`config.mk`:
```
export PLATFORM = sky130hd
export DESIGN_NAME = render_sequencer
export DESIGN_NICKNAME = d
export VERILOG_FILES = /design/src/rtl/render_sequencer.sv
export SDC_FILE = /design/constraint.sdc
export NUM_CORES = 1
export LEC_CHECK = 0
export BUFFER_PORTS_ARGS = -buffer_cell sky130_fd_sc_hd__clkbuf_2
export CAP_MARGIN = 20
export CORE_MARGIN = 10
export CORE_UTILIZATION = 43
export DETAILED_ROUTE_END_ITERATION = 8
export GPL_TIMING_DRIVEN = 1
export PLACE_DENSITY = 0.72
export SYNTH_ARGS = -nofsm -noshare
export SYNTH_HDL_FRONTEND = slang
export SYNTH_SLANG_ARGS = --single-unit
export TNS_END_PERCENT = 20
```
`constraint.sdc`:
```
create_clock -name clock -period 19.08 [get_ports clock]
set_clock_uncertainty 0.05 [all_clocks]
set_input_delay 3.816 -clock clock [delete_from_list [all_inputs] [get_ports clock]]
set_output_delay 3.816 -clock clock [all_outputs]
set_load 0.005 [all_outputs]
```
`src/rtl/render_sequencer.sv`:
```
// render_sequencer: bus master that programs the ray tracer config slave frame by frame,
// double-buffering frames. Optional SEQ_WATCHDOG_EN adds a completion watchdog with flush.
module render_sequencer #(
   parameter int unsigned CONFIG_BASE    = 0,
   parameter int unsigned ADDRESS_WIDTH  = 32,
   parameter int unsigned DATA_WIDTH     = 24,
   parameter int unsigned POSITION_WIDTH = 16,
   parameter int unsigned TIMEOUT_CYCLES = 2**24
) (
   input  logic                               clock,
   input  logic                               reset,
   input  logic                               enable,
   input  logic                               normalize,
   input  logic [ADDRESS_WIDTH-1:0]           materialAddress,
   input  logic [ADDRESS_WIDTH-1:0]           treeAddress,
   input  logic [ADDRESS_WIDTH-1:0]           frameAddressA,
   input  logic [ADDRESS_WIDTH-1:0]           frameAddressB,
   input  logic [2:0][POSITION_WIDTH-1:0]     cameraQ,
   input  logic [2:0][POSITION_WIDTH-1:0]     cameraV,
   input  logic [2:0][POSITION_WIDTH-1:0]     cameraX,
   input  logic [2:0][POSITION_WIDTH-1:0]     cameraY,
   input  logic [11:0]                        width,
   input  logic [11:0]                        height,
   input  logic                               interrupt,
   output logic                               msValid,
   input  logic                               msTaken,
   output logic                               msWrite,
   output logic [ADDRESS_WIDTH-1:0]           msAddress,
   output logic [DATA_WIDTH-1:0]              msData,
   output logic [3:0]                         msID,
   input  logic                               smValid,
   output logic                               smTaken,
   output logic [ADDRESS_WIDTH-1:0]           displayAddress,
   output logic                               frameDone,
   output logic [15:0]                        frameCount,
   output logic                               active,
   output logic                               timeoutError
);

   typedef enum logic [2:0] {
      S_IDLE, S_LATCH, S_WRITE, S_START, S_WAIT_DONE, S_SWAP
`ifdef SEQ_WATCHDOG_EN
      , S_FLUSH
`endif
   } state_t;

   localparam logic [4:0] LAST_IDX = 5'h11;

   state_t                    state_q, state_d;
   logic [4:0]                idx_q, idx_d, ms_idx;
   logic                      first_q, first_d, back_q, back_d;
   logic [ADDRESS_WIDTH-1:0]  disp_q, disp_d;
   logic                      disp_init_q;
   logic [15:0]               count_q, count_d;

   logic [ADDRESS_WIDTH-1:8]  mat_q, tree_q;
   logic [ADDRESS_WIDTH-1:0]  frame_a_q, frame_b_q, back_addr;
   logic [POSITION_WIDTH-1:0] cam_q [12];
   logic [11:0]               width_q, height_q;
   logic                      norm_q;
   logic [3:0]                cam_sel;
   logic [DATA_WIDTH-1:0]     reg_data;

`ifdef SEQ_WATCHDOG_EN
   logic [24:0]               wd_q, wd_d;
   logic                      timeout_q, timeout_d;
`endif

   // NOTE: sequential state uses <= so every register samples pre-edge values.
   always_ff @(posedge clock or posedge reset) begin
      if (reset) begin
         state_q     <= S_IDLE;
         idx_q       <= '0;
         first_q     <= 1'b1;
         back_q      <= 1'b0;
         disp_q      <= '0;
         disp_init_q <= 1'b1;
         count_q     <= '0;
      end else begin
         state_q     <= state_d;
         idx_q       <= idx_d;
         first_q     <= first_d;
         back_q      <= back_d;
         disp_q      <= disp_d;
         disp_init_q <= disp_init_q && (state_q != S_IDLE);
         count_q     <= count_d;
      end
   end

   // NOTE: shadows are pure datapath, always rewritten in LATCH before use, so they carry no reset.
   always_ff @(posedge clock) begin
      if (state_q == S_LATCH) begin
         mat_q     <= materialAddress[ADDRESS_WIDTH-1:8];
         tree_q    <= treeAddress[ADDRESS_WIDTH-1:8];
         frame_a_q <= frameAddressA;
         frame_b_q <= frameAddressB;
         width_q   <= width;
         height_q  <= height;
         norm_q    <= normalize;
         for (int c = 0; c < 3; c++) begin
            cam_q[c]     <= cameraQ[c];
            cam_q[3 + c] <= cameraV[c];
            cam_q[6 + c] <= cameraX[c];
            cam_q[9 + c] <= cameraY[c];
         end
      end
   end

`ifdef SEQ_WATCHDOG_EN
   always_ff @(posedge clock or posedge reset) begin
      if (reset) begin
         wd_q      <= '0;
         timeout_q <= 1'b0;
      end else begin
         wd_q      <= wd_d;
         timeout_q <= timeout_d;
      end
   end
   assign timeoutError = timeout_q;
`else
   assign timeoutError = 1'b0;
`endif

   assign back_addr = back_q ? frame_b_q : frame_a_q;
   assign cam_sel   = 4'(idx_q - 5'd4);

   // Register map: 1/2 scene bases, 3 back buffer, 4..F camera Q,V,X,Y, 10/11 resolution.
   always_comb begin
      reg_data = '0;
      case (idx_q) inside
         5'h01:          reg_data = DATA_WIDTH'(mat_q);
         5'h02:          reg_data = DATA_WIDTH'(tree_q);
         5'h03:          reg_data = DATA_WIDTH'(back_addr >> 8);
         [5'h04:5'h0F]:  reg_data = DATA_WIDTH'(cam_q[cam_sel]);
         5'h10:          reg_data = DATA_WIDTH'(width_q);
         5'h11:          reg_data = DATA_WIDTH'(height_q);
         default:        reg_data = '0;
      endcase
   end

   always_comb begin
      // NOTE: every next-state and output gets a default first, so no branch infers a latch.
      state_d   = state_q;
      idx_d     = idx_q;
      first_d   = first_q;
      back_d    = back_q;
      count_d   = count_q;
      disp_d    = disp_q;
      msValid   = 1'b0;
      ms_idx    = 5'd0;
      msData    = '0;
      frameDone = 1'b0;
`ifdef SEQ_WATCHDOG_EN
      wd_d      = wd_q;
      timeout_d = timeout_q;
`endif
      case (state_q)
         S_IDLE: begin
            if (disp_init_q) disp_d = frameAddressB;
            if (enable) state_d = S_LATCH;
         end
         S_LATCH: begin
            idx_d   = first_q ? 5'h01 : 5'h03;
            state_d = S_WRITE;
         end
         S_WRITE: begin
            msValid = 1'b1;
            ms_idx  = idx_q;
            msData  = reg_data;
            if (msTaken) begin
               if (idx_q == LAST_IDX) state_d = S_START;
               else                   idx_d   = idx_q + 5'd1;
            end
         end
         S_START: begin
            msValid = 1'b1;
            msData  = DATA_WIDTH'({norm_q, 4'b0000, 1'b1});
            if (msTaken) begin
               first_d = 1'b0;
               state_d = S_WAIT_DONE;
`ifdef SEQ_WATCHDOG_EN
               wd_d    = '0;
`endif
            end
         end
         S_WAIT_DONE: begin
            if (interrupt) state_d = S_SWAP;
`ifdef SEQ_WATCHDOG_EN
            else if (wd_q == 25'(TIMEOUT_CYCLES - 1)) begin
               timeout_d = 1'b1;
               state_d   = S_FLUSH;
            end else wd_d = wd_q + 25'd1;
`endif
         end
         S_SWAP: begin
            frameDone = 1'b1;
            disp_d    = back_addr;
            back_d    = ~back_q;
            count_d   = count_q + 16'd1;
            state_d   = enable ? S_LATCH : S_IDLE;
         end
`ifdef SEQ_WATCHDOG_EN
         S_FLUSH: begin
            msValid = 1'b1;
            msData  = DATA_WIDTH'(8'h18);
            if (msTaken) begin
               first_d = 1'b1;
               state_d = S_IDLE;
            end
         end
`endif
         default: state_d = S_IDLE;
      endcase
   end

   assign msAddress      = {(ADDRESS_WIDTH-5)'(CONFIG_BASE), ms_idx};
   assign msWrite        = 1'b1;
   assign msID           = 4'd0;
   assign smTaken        = 1'b1;
   assign displayAddress = disp_q;
   assign frameCount     = count_q;
   assign active         = (state_q != S_IDLE);

   logic unused_ok;
`ifdef SEQ_WATCHDOG_EN
   assign unused_ok = ^{smValid, materialAddress[7:0], treeAddress[7:0]};
`else
   assign unused_ok = ^{smValid, materialAddress[7:0], treeAddress[7:0], 32'(TIMEOUT_CYCLES)};
`endif

endmodule
```
==> metrics, run 1 <==
max-slew violations=0; setup TNS=0 ps; max_slew headroom=0.292; Final Hold Vio Count=0; post-synthesis cell area=16000 sq um; clk root buf=clkbuf_16; Placer Congestion=0.834; Synth area leaders=edfxtp_1 62%, dfrtp_1 8.9%, mux4_2 5.8%, mux2i_1 2.7%, nand2_1 2.3%; antenna viol nets, final=0; Synth top area share=0.619; worst min-delay path class=reg2reg; CTS tree=built; Non-Filler Instances=1902; # clock sinks=388; ratio of cells with drive above 1 in the final layout=0.396; post-CTS setup buffers=0; # setup viols final=0; Synth warnings=0; die area=45200 sq um; most common cell in the netlist=edfxtp_1; Final Cycle Share=0.420; drt drc=0; dpl hpwl=32700 um; # hold bufs at CTS=0; gr ovfl total=0; Clock transition at path regs=roughly 60 ps; initial antenna violation count=11; post-CTS sizing=0; io pins=around 470; post-placement cell count=around 1800; outcome=finished, final reports clean; fmax=125 MHz; layout net count=1753; Least-Margin Pin Slew=between 1000 and 1500 ps; post-route setup slack=11070 ps; VDD IR-drop max=83.1 uV; WP data arrival=4140 ps; final WL=44000 um; PortBufs=a little over 400; hold path start=frameCount[15]; CTS HTree Levels=2; area grow syn2layout=22.7%; Startpoint Class=flop; Max Cap Viol=0; worst hold path cell count=1; worst hold path endpoint=frameCount[15]; Reg-to-Reg End=cam_q[0][3]; FF-to-FF path depth=3; Via density=5.17; Die Y=~210 um; Vias=between 9000 and 10000; Synth area leader=edfxtp_1; Cell Rows=70; fin crit period=8010 ps; R2R Path Start=state_q[0]; Critical Setup Path Class=reg2out; Cell Pwr Density=between 100 and 150 nW/um^2; leakage=7.80 nW; Avg Synthesized Cell Area=16.3 sq um; Synth Register Bits=about 390; vias in the first global route=10470; commonest cells in the netlist=329 x edfxtp_1, 99 x nand2_1, 63 x o21ai_0; Initial Util=0.436; Die W=213 um; post-synth cell types=63; total power=2.83 mW; Synth Flop Type=edfxtp_1; Post-synth EDFFs=about 330; TritonCTS buffer count=41; FFs w/ async S/R, synth=0.152; Clock Latency Late Sink=~560 ps; placeable core region=36600 sq um; crit path capture type=output port; Post-Synthesis Cells=about 980; largest net degree at the start of global routing=160; register area share after synthesis=0.712; pre-CTS setup slack=about 12000 ps; total track usage=0.192; DR iter-0 viols=798; RSZ-0062 raised after global routing=no; wire per inst=23.1 um; 1st-pass router iterations=5; Longest Clk Path Bufs=3; Crit Path Max Fanout=27; worst path required time=around 15000 ps; wire length of the first global-routing pass=64700 um; flop-to-flop setup slack=between 15000 and 20000 ps
worst max-delay path, cell delays in order (launching register included):
cell      delay (ps)
dfrtp_1          350
buf_4            270
inv_2            550
ha_1             780
nor2b_1          280
buf_4            250
a22o_1           200
a221oi_1         280
o221ai_1         220
and3_1           260
clkbuf_2         120
logic make-up (layout without fill, tap and decap cells):
logic type                 after synthesis  count (layout)  synth area share
DFF                                    388             388             0.712
AOI/OAI and AO/OA                      168             168            0.0686
xor gates and xnor gates                18              18           0.00988
buffers and inverters                  111             524            0.0410
other                                    2              42          0.000471
muxes                                  104             104             0.106
and+or+nand+nor                        181             181            0.0556
adders and majority gates                9               9           0.00706
sequential cells by signal, summed over array words and instances (netlist names):
| signal | count |
|---|---|
| cam_q | 192 |
| displayAddress | 32 |
| frame_a_q | 32 |
| frame_b_q | 32 |
| mat_q | 24 |
| tree_q | 24 |
| frameCount | 16 |
| height_q | 12 |
| width_q | 12 |
| idx_q | 5 |
| state_q | 3 |
| back_q | 1 |
| disp_init_q | 1 |
| first_q | 1 |
| norm_q | 1 |
cells in the final DEF (no fill, tap or decap), types with 8 or more instances in the layout:
master | synthesis | routed
a21oi_1 | 29 | 29
a221oi_1 | 13 | 13
a22o_1 | 12 | 12
and3_1 | 12 | 12
buf_4 | 40 | 10
clkbuf_1 | 17 | 8
clkbuf_16 | 0 | 41
clkbuf_2 | 0 | 413
clkinv_2 | 0 | 9
conb_1 | 2 | 34
dfrtp_1 | 57 | 54
diode_2 | 0 | 8
edfxtp_1 | 329 | 329
ha_1 | 9 | 9
inv_1 | 23 | 22
mux2_2 | 13 | 13
mux2i_1 | 43 | 43
mux4_2 | 41 | 41
nand2_1 | 99 | 99
nor2_1 | 26 | 26
o21ai_0 | 63 | 63
o221ai_1 | 14 | 14
o22ai_1 | 12 | 12
xnor2_1 | 11 | 11
per-layer routing:
| layer | GRT usage | up-vias | wire (um) |
|---|---|---|---|
| met4 | 0.0768 | 8 | 1310 |
| met3 | 0.0568 | 78 | 3670 |
| li1 | - | 4557 | - |
| met1 | 0.232 | 4801 | 16900 |
| met5 | 0 | - | 40 |
| met2 | 0.317 | 394 | 22000 |
power by group:
group / switching [mW] / internal, mW / total, mW
clock network: 0.328 / 0.430 / 0.758
logic: 0.507 / 0.351 / 0.858
registers: 0.0946 / 1.12 / 1.22
total: 0.930 / 1.90 / 2.83
how the worst max path moves through the flow:
stage / start / to / slack, ps / cells after the start
3_5_place_dp: idx_q[1] / msData[0] / 11510 / 8
5_1_grt: idx_q[1] / msData[15] / 10840 / 9
4_1_cts: idx_q[1] / msData[0] / 10900 / 8
6_report: idx_q[1] / msData[4] / 11070 / 10
2_1_floorplan: state_q[2] / idx_q[2] / 3440 / 6
3_3_place_gp: idx_q[1] / msData[0] / 11570 / 8
per-stage QoR:
step	utilization	cell area (sq um)	hold slack, ps
final	0.535	19600	420
after floorplan	-	16100	415
after global routing	0.535	19600	440
after detailed placement	0.499	18300	409
after CTS	0.534	19600	421
after global placement	0.499	18300	407
layout make-up:
type                            count  area, sq um
Fill cell                        3024        17000
Clock buffer                       53         1110
Multi-Input combinational cell    514         4080
Tap cell                          468          586
Clock inverter                     23          170
Timing Repair Buffer              424         2160
Antenna cell                        8         20.0
Sequential cell                   388        11400
Inverter                           24         90.1
Power figures use the tool's default switching activity.
==> run 2, diff against run 1 <==
--- a/config.mk
+++ b/config.mk
@@ -11,7 +11,7 @@
 export CORE_UTILIZATION = 43
 export DETAILED_ROUTE_END_ITERATION = 8
 export GPL_TIMING_DRIVEN = 1
-export PLACE_DENSITY = 0.72
+export PLACE_DENSITY = 0.75
 export SYNTH_ARGS = -nofsm -noshare
 export SYNTH_HDL_FRONTEND = slang
 export SYNTH_SLANG_ARGS = --single-unit
==> constraint.sdc (replaced) <==
create_clock -name clock -period 7 [get_ports clock]
set_clock_uncertainty 0.05 [all_clocks]
set_input_delay 1.4 -clock clock [delete_from_list [all_inputs] [get_ports clock]]
set_output_delay 1.4 -clock clock [all_outputs]
set_load 0.005 [all_outputs]
==> run 2 against run 1 <==
Net effect:
- wire length increased by 0.24%
- via count grew 0.86%
- final cell count down 0.16%
- largest cell class unchanged
- die area unchanged
==> metrics, run 2 (synthesized netlist as in run 1, its figures left out) <==
max_slew headroom=0.278; R2R Path Start=state_q[0]; Critical Setup Path Class=reg2out; Die W=213 um; Filler Cell Count=~3000; vias in the first global route=10462; fin crit period=5190 ps; Critical Path Most Common Cell=a21oi_1; TritonCTS buffer count=42; hold_ws=428 ps; largest reg by FF count=cam_q; Max Cap Viol=0; final instance area=about 20000 sq um; Die Y=between 200 and 250 um; Longest Clk Path Bufs=3; Clock Latency Late Sink=550 ps; post-CTS sizing=0; post-route setup slack=1810 ps; met3 WL post-DR=3780 um; WP data arrival=3740 ps; WL met1=about 17000 um; Cell Rows=70; post-CTS setup buffers=0; max-slew violations=0; io pins=around 470; Cell Pwr Density=399 nW/um^2; Crit Path Max Fanout=20; Reg-to-Reg End=width_q[3]; dpl hpwl=32900 um; leading cell types in the layout, fill and taps excluded=413 x clkbuf_2, 329 x edfxtp_1, 99 x nand2_1, 63 x o21ai_0, 54 x dfrtp_1; Final Cycle Share=0.741; hold path start=displayAddress[10]; leakage=between 7 and 8 nW; Startpoint Class=flop; crit path capture type=output port; drt drc=0; outcome=finished, final reports clean; DR WL met2=22000 um; final WL=44100 um; VDD IR-drop max=287 uV; worst hold path cell count=2; Vias=9923; RSZ-0062 raised after global routing=no; total track usage=0.193; Final Hold Vio Count=0; placeable core region=36600 sq um; gr ovfl total=0; antenna viol nets, final=0; max reg flops=around 190; # hold bufs at CTS=0; worst path cell trace=inv_2 -> ha_1 -> a2111oi_4 -> a211o_1 -> a21oi_1 -> nand2_1 -> a21oi_1 -> clkbuf_2; slowest cell on the critical path=ha_1; wire length of the first global-routing pass=64800 um; 1st-pass router iterations=6; worst hold path endpoint=displayAddress[10]; FF-to-FF path depth=3; pre-CTS setup slack=between 2000 and 2500 ps; Initial Util=0.436; ratio of cells with drive above 1 in the final layout=0.396; wire per inst=between 20 and 25 um; Clock transition at path regs=60 ps; # setup viols final=0; most common cell after layout, fill and taps aside=clkbuf_2; layout net count=1753; worst path required time=5550 ps; flop-to-flop setup slack=between 3000 and 4000 ps; die area=45200 sq um; CTS tree=built; largest net degree at the start of global routing=168; worst path bufs/invs=2; area post-placement=18300 sq um; critical path's largest stage delay=750 ps; fmax=around 190 MHz; crit path launch=idx_q[1]; clk root buf=clkbuf_16; worst min-delay path class=reg2reg; top layer in use=met5; CP top delay family=compound AO/OA/AOI/OAI gates; Least-Margin Pin Slew=1080 ps; Placer Congestion=0.843; # clock sinks=roughly 390; Via density=about 5.2; DR iter-0 viols=863; CTS HTree Levels=2; PortBufs=413; initial antenna violation count=12; area grow syn2layout=23.4%
## run 2: cell count changes in the layout (fill, tap and decap cells not counted), sizes merged
cell	before	now
clkinv	15	11
diode	8	4
clkbuf	466	469
bufinv	1	3
buf	11	10
clkinvlp	2	3
## run 2: metal layers
layer  global-route usage  vias to the layer above
met5                    0                        -
met4               0.0675                       10
met3               0.0580                       85
met2                0.317                      456
met1                0.236                     4824
li1                     -                     4548
## run 2: worst min-delay path, delay by kind of cell, from the launching register on
kind,cells,cell delay [ps]
flops,1,340
compound gates,1,60
simple gates,1,40
## run 2: area by class of cell
class	instances	area [sq um]	area share
Multi-Input combinational cell	514	4080	0.207
Antenna cell	4	10.0	0.000509
Inverter	24	90.1	0.00458
Clock inverter	22	223	0.0113
Sequential cell	388	11400	0.577
Timing Repair Buffer	423	2150	0.109
Clock buffer	56	1180	0.0598
Tap cell	468	586	0.0298
## run 2: how the worst max path moves through the flow
stage	endpoint	slack, ps	cells past startpoint
after detailed placement	msData[10]	2320	8
after global placement	msData[10]	2330	8
after CTS	msData[6]	1700	8
final	msData[12]	1810	8
after global routing	msData[12]	1600	8
after floorplan	idx_q[2]	-3490	6
## run 2: power by group
group          internal, mW  switching [mW]  leakage [nW]
sequential             3.06           0.262          3.68
clock                  1.31           0.907         0.678
combinational         0.953            1.37          3.47
total                  5.32            2.54          7.84
## run 2: per-stage QoR
stage                util  TNS (ps)  std cells  power, mW
floorplan               -   -786570       1013       4.95
global placement    0.499         0       1816       5.66
detailed placement  0.499         0       1816       5.72
CTS                 0.537         0       1894       7.96
global route        0.538         0       1899       8.29
finish              0.538         0       1899       7.86
==> run 3, diff against run 2 <==
==> constraint.sdc (replaced) <==
create_clock -name clock -period 4.61 [get_ports clock]
set_clock_uncertainty 0.05 [all_clocks]
set_input_delay 0.922 -clock clock [delete_from_list [all_inputs] [get_ports clock]]
set_output_delay 0.922 -clock clock [all_outputs]
set_load 0.005 [all_outputs]
==> run 3 against run 2 <==
Net effect:
- clock-buffer cell count down 2
- worst hold slack worse by 8.7 ps
- worst setup slack worse by 1500 ps
- sequential share of layout area down 0.16 points
- clock power up 50%
- utilization up 0.15 points
- critical endpoint is now msData[4]
- largest power group unchanged
- highest routed layer unchanged
==> metrics, run 3 (synthesized netlist as in run 1, its figures left out) <==
post-placement cell count=1824; Vias=9962; io pins=465; leading cell types in the layout, fill and taps excluded=413 x clkbuf_2, 329 x edfxtp_1, 99 x nand2_1, 63 x o21ai_0, 54 x dfrtp_1; Die Y=213 um; final WL=approximately 44000 um; worst path cell trace=inv_2 -> buf_4 -> ha_1 -> nand3_1 -> buf_4 -> nor2_1 -> a21oi_1 -> and3_1 -> clkbuf_2; placeable core region=36600 sq um; Crit Path Max Fanout=20; vias in the first global route=10577; worst min-delay path class=reg2reg; outcome=finished, final reports clean; wire length of the first global-routing pass=approximately 66000 um; Via density=5.23; Longest Clk Path Bufs=3; PortBufs=about 410; crit path capture type=output port; Cell Pwr Density=just over 600 nW/um^2; Critical Path Most Common Cell=buf_4; DR iter-0 viols=about 840; max-slew violations=0; largest reg by FF count=cam_q; # setup viols final=0; layout net count=1758; TritonCTS buffer count=40; total track usage=0.194; setup TNS=0 ps; 1st-pass router iterations=5; antenna viol nets, final=0; Placer Congestion=around 0.84; Non-Filler Instances=~1900; Startpoint Class=flop; ratio of cells with drive above 1 in the final layout=0.396; # hold bufs at CTS=0; critical path's largest stage delay=roughly 550 ps; max_slew headroom=0.395; initial antenna violation count=8; Clock Latency Late Sink=550 ps; clk root buf=clkbuf_16; Least-Margin Pin Slew=907 ps; Final Hold Vio Count=0; most common cell after layout, fill and taps aside=clkbuf_2; Critical Setup Path Class=reg2out; area grow syn2layout=23.7%; CTS HTree Levels=2; final core utilization=0.539; RSZ-0062 raised after global routing=no; leakage=between 7 and 8 nW; worst path required time=3640 ps; drt drc=0; Final Cycle Share=0.922; largest net degree at the start of global routing=143; Max Cap Viol=0; gr ovfl total=0; fin crit period=4250 ps; VDD IR-drop max=just under 400 uV; fmax=235 MHz; # clock sinks=approximately 390; Initial Util=0.436; Clock transition at path regs=60 ps; slowest cell on the critical path=nand3_1; max reg flops=192; post-CTS sizing=0; dpl hpwl=~33000 um; Cell Rows=70; post-CTS setup buffers=0; die area=45200 sq um; WP data arrival=3280 ps; CTS tree=built; wire per inst=about 23 um; Die W=~210 um
-- run 3: stage by stage --
stage | hold WS (ps) | instance area, sq um | power [mW] | worst slack (ps)
after CTS | 423 | 19700 | 12.1 | 328
after global routing | 447 | 19700 | 12.6 | 67.4
after global placement | 409 | 18400 | 8.64 | 970
final | 420 | 19700 | 12.0 | 360
after floorplan | 415 | 16100 | 7.52 | -5880
after detailed placement | 416 | 18400 | 8.73 | 921
-- run 3: path summary, 6_finish.rpt --
path                                start                 end  slack [ps]  cells after the start
min in group asynchronous           reset   displayAddress[1]         500                      2
max reg2reg                    state_q[0]      frameCount[14]        1930                      5
max in group asynchronous           reset  displayAddress[15]        3130                      3
max                              idx_q[1]           msData[4]         360                      9
min reg2reg                frameCount[15]      frameCount[15]         420                      1
min                        frameCount[15]      frameCount[15]         420                      1
-- run 3: area by class of cell --
class	count	area [sq um]
timing repair buffer	430	2230
clock inverter	17	283
antenna	8	20.0
fill	3024	16900
inverter	24	90.1
tap	468	586
clock buffer	54	1080
sequential	388	11400
multi-input combinational	514	4080
-- run 3: worst max-delay path: cells and delay by family (launching register included) --
kind            cells  cell delay [ps]
simple gates        3              870
fa+ha+maj           1              400
buf+inv             4              990
flops               1              420
compound gates      1               40
-- run 3: report_power, final --
part / switching, mW / total (mW) / internal, mW
clock network: 1.34 / 3.34 / 2.00
logic: 2.17 / 3.66 / 1.49
registers: 0.337 / 4.98 / 4.64
-- run 3: metal layers --
layer / vias to the layer above / global-route usage / wire [um]
met1: 4916 / 0.240 / 17200
met4: 4 / 0.0711 / 1020
met3: 66 / 0.0540 / 3910
met2: 422 / 0.318 / 22300
met5: - / 0 / 28
li1: 4554 / - / -
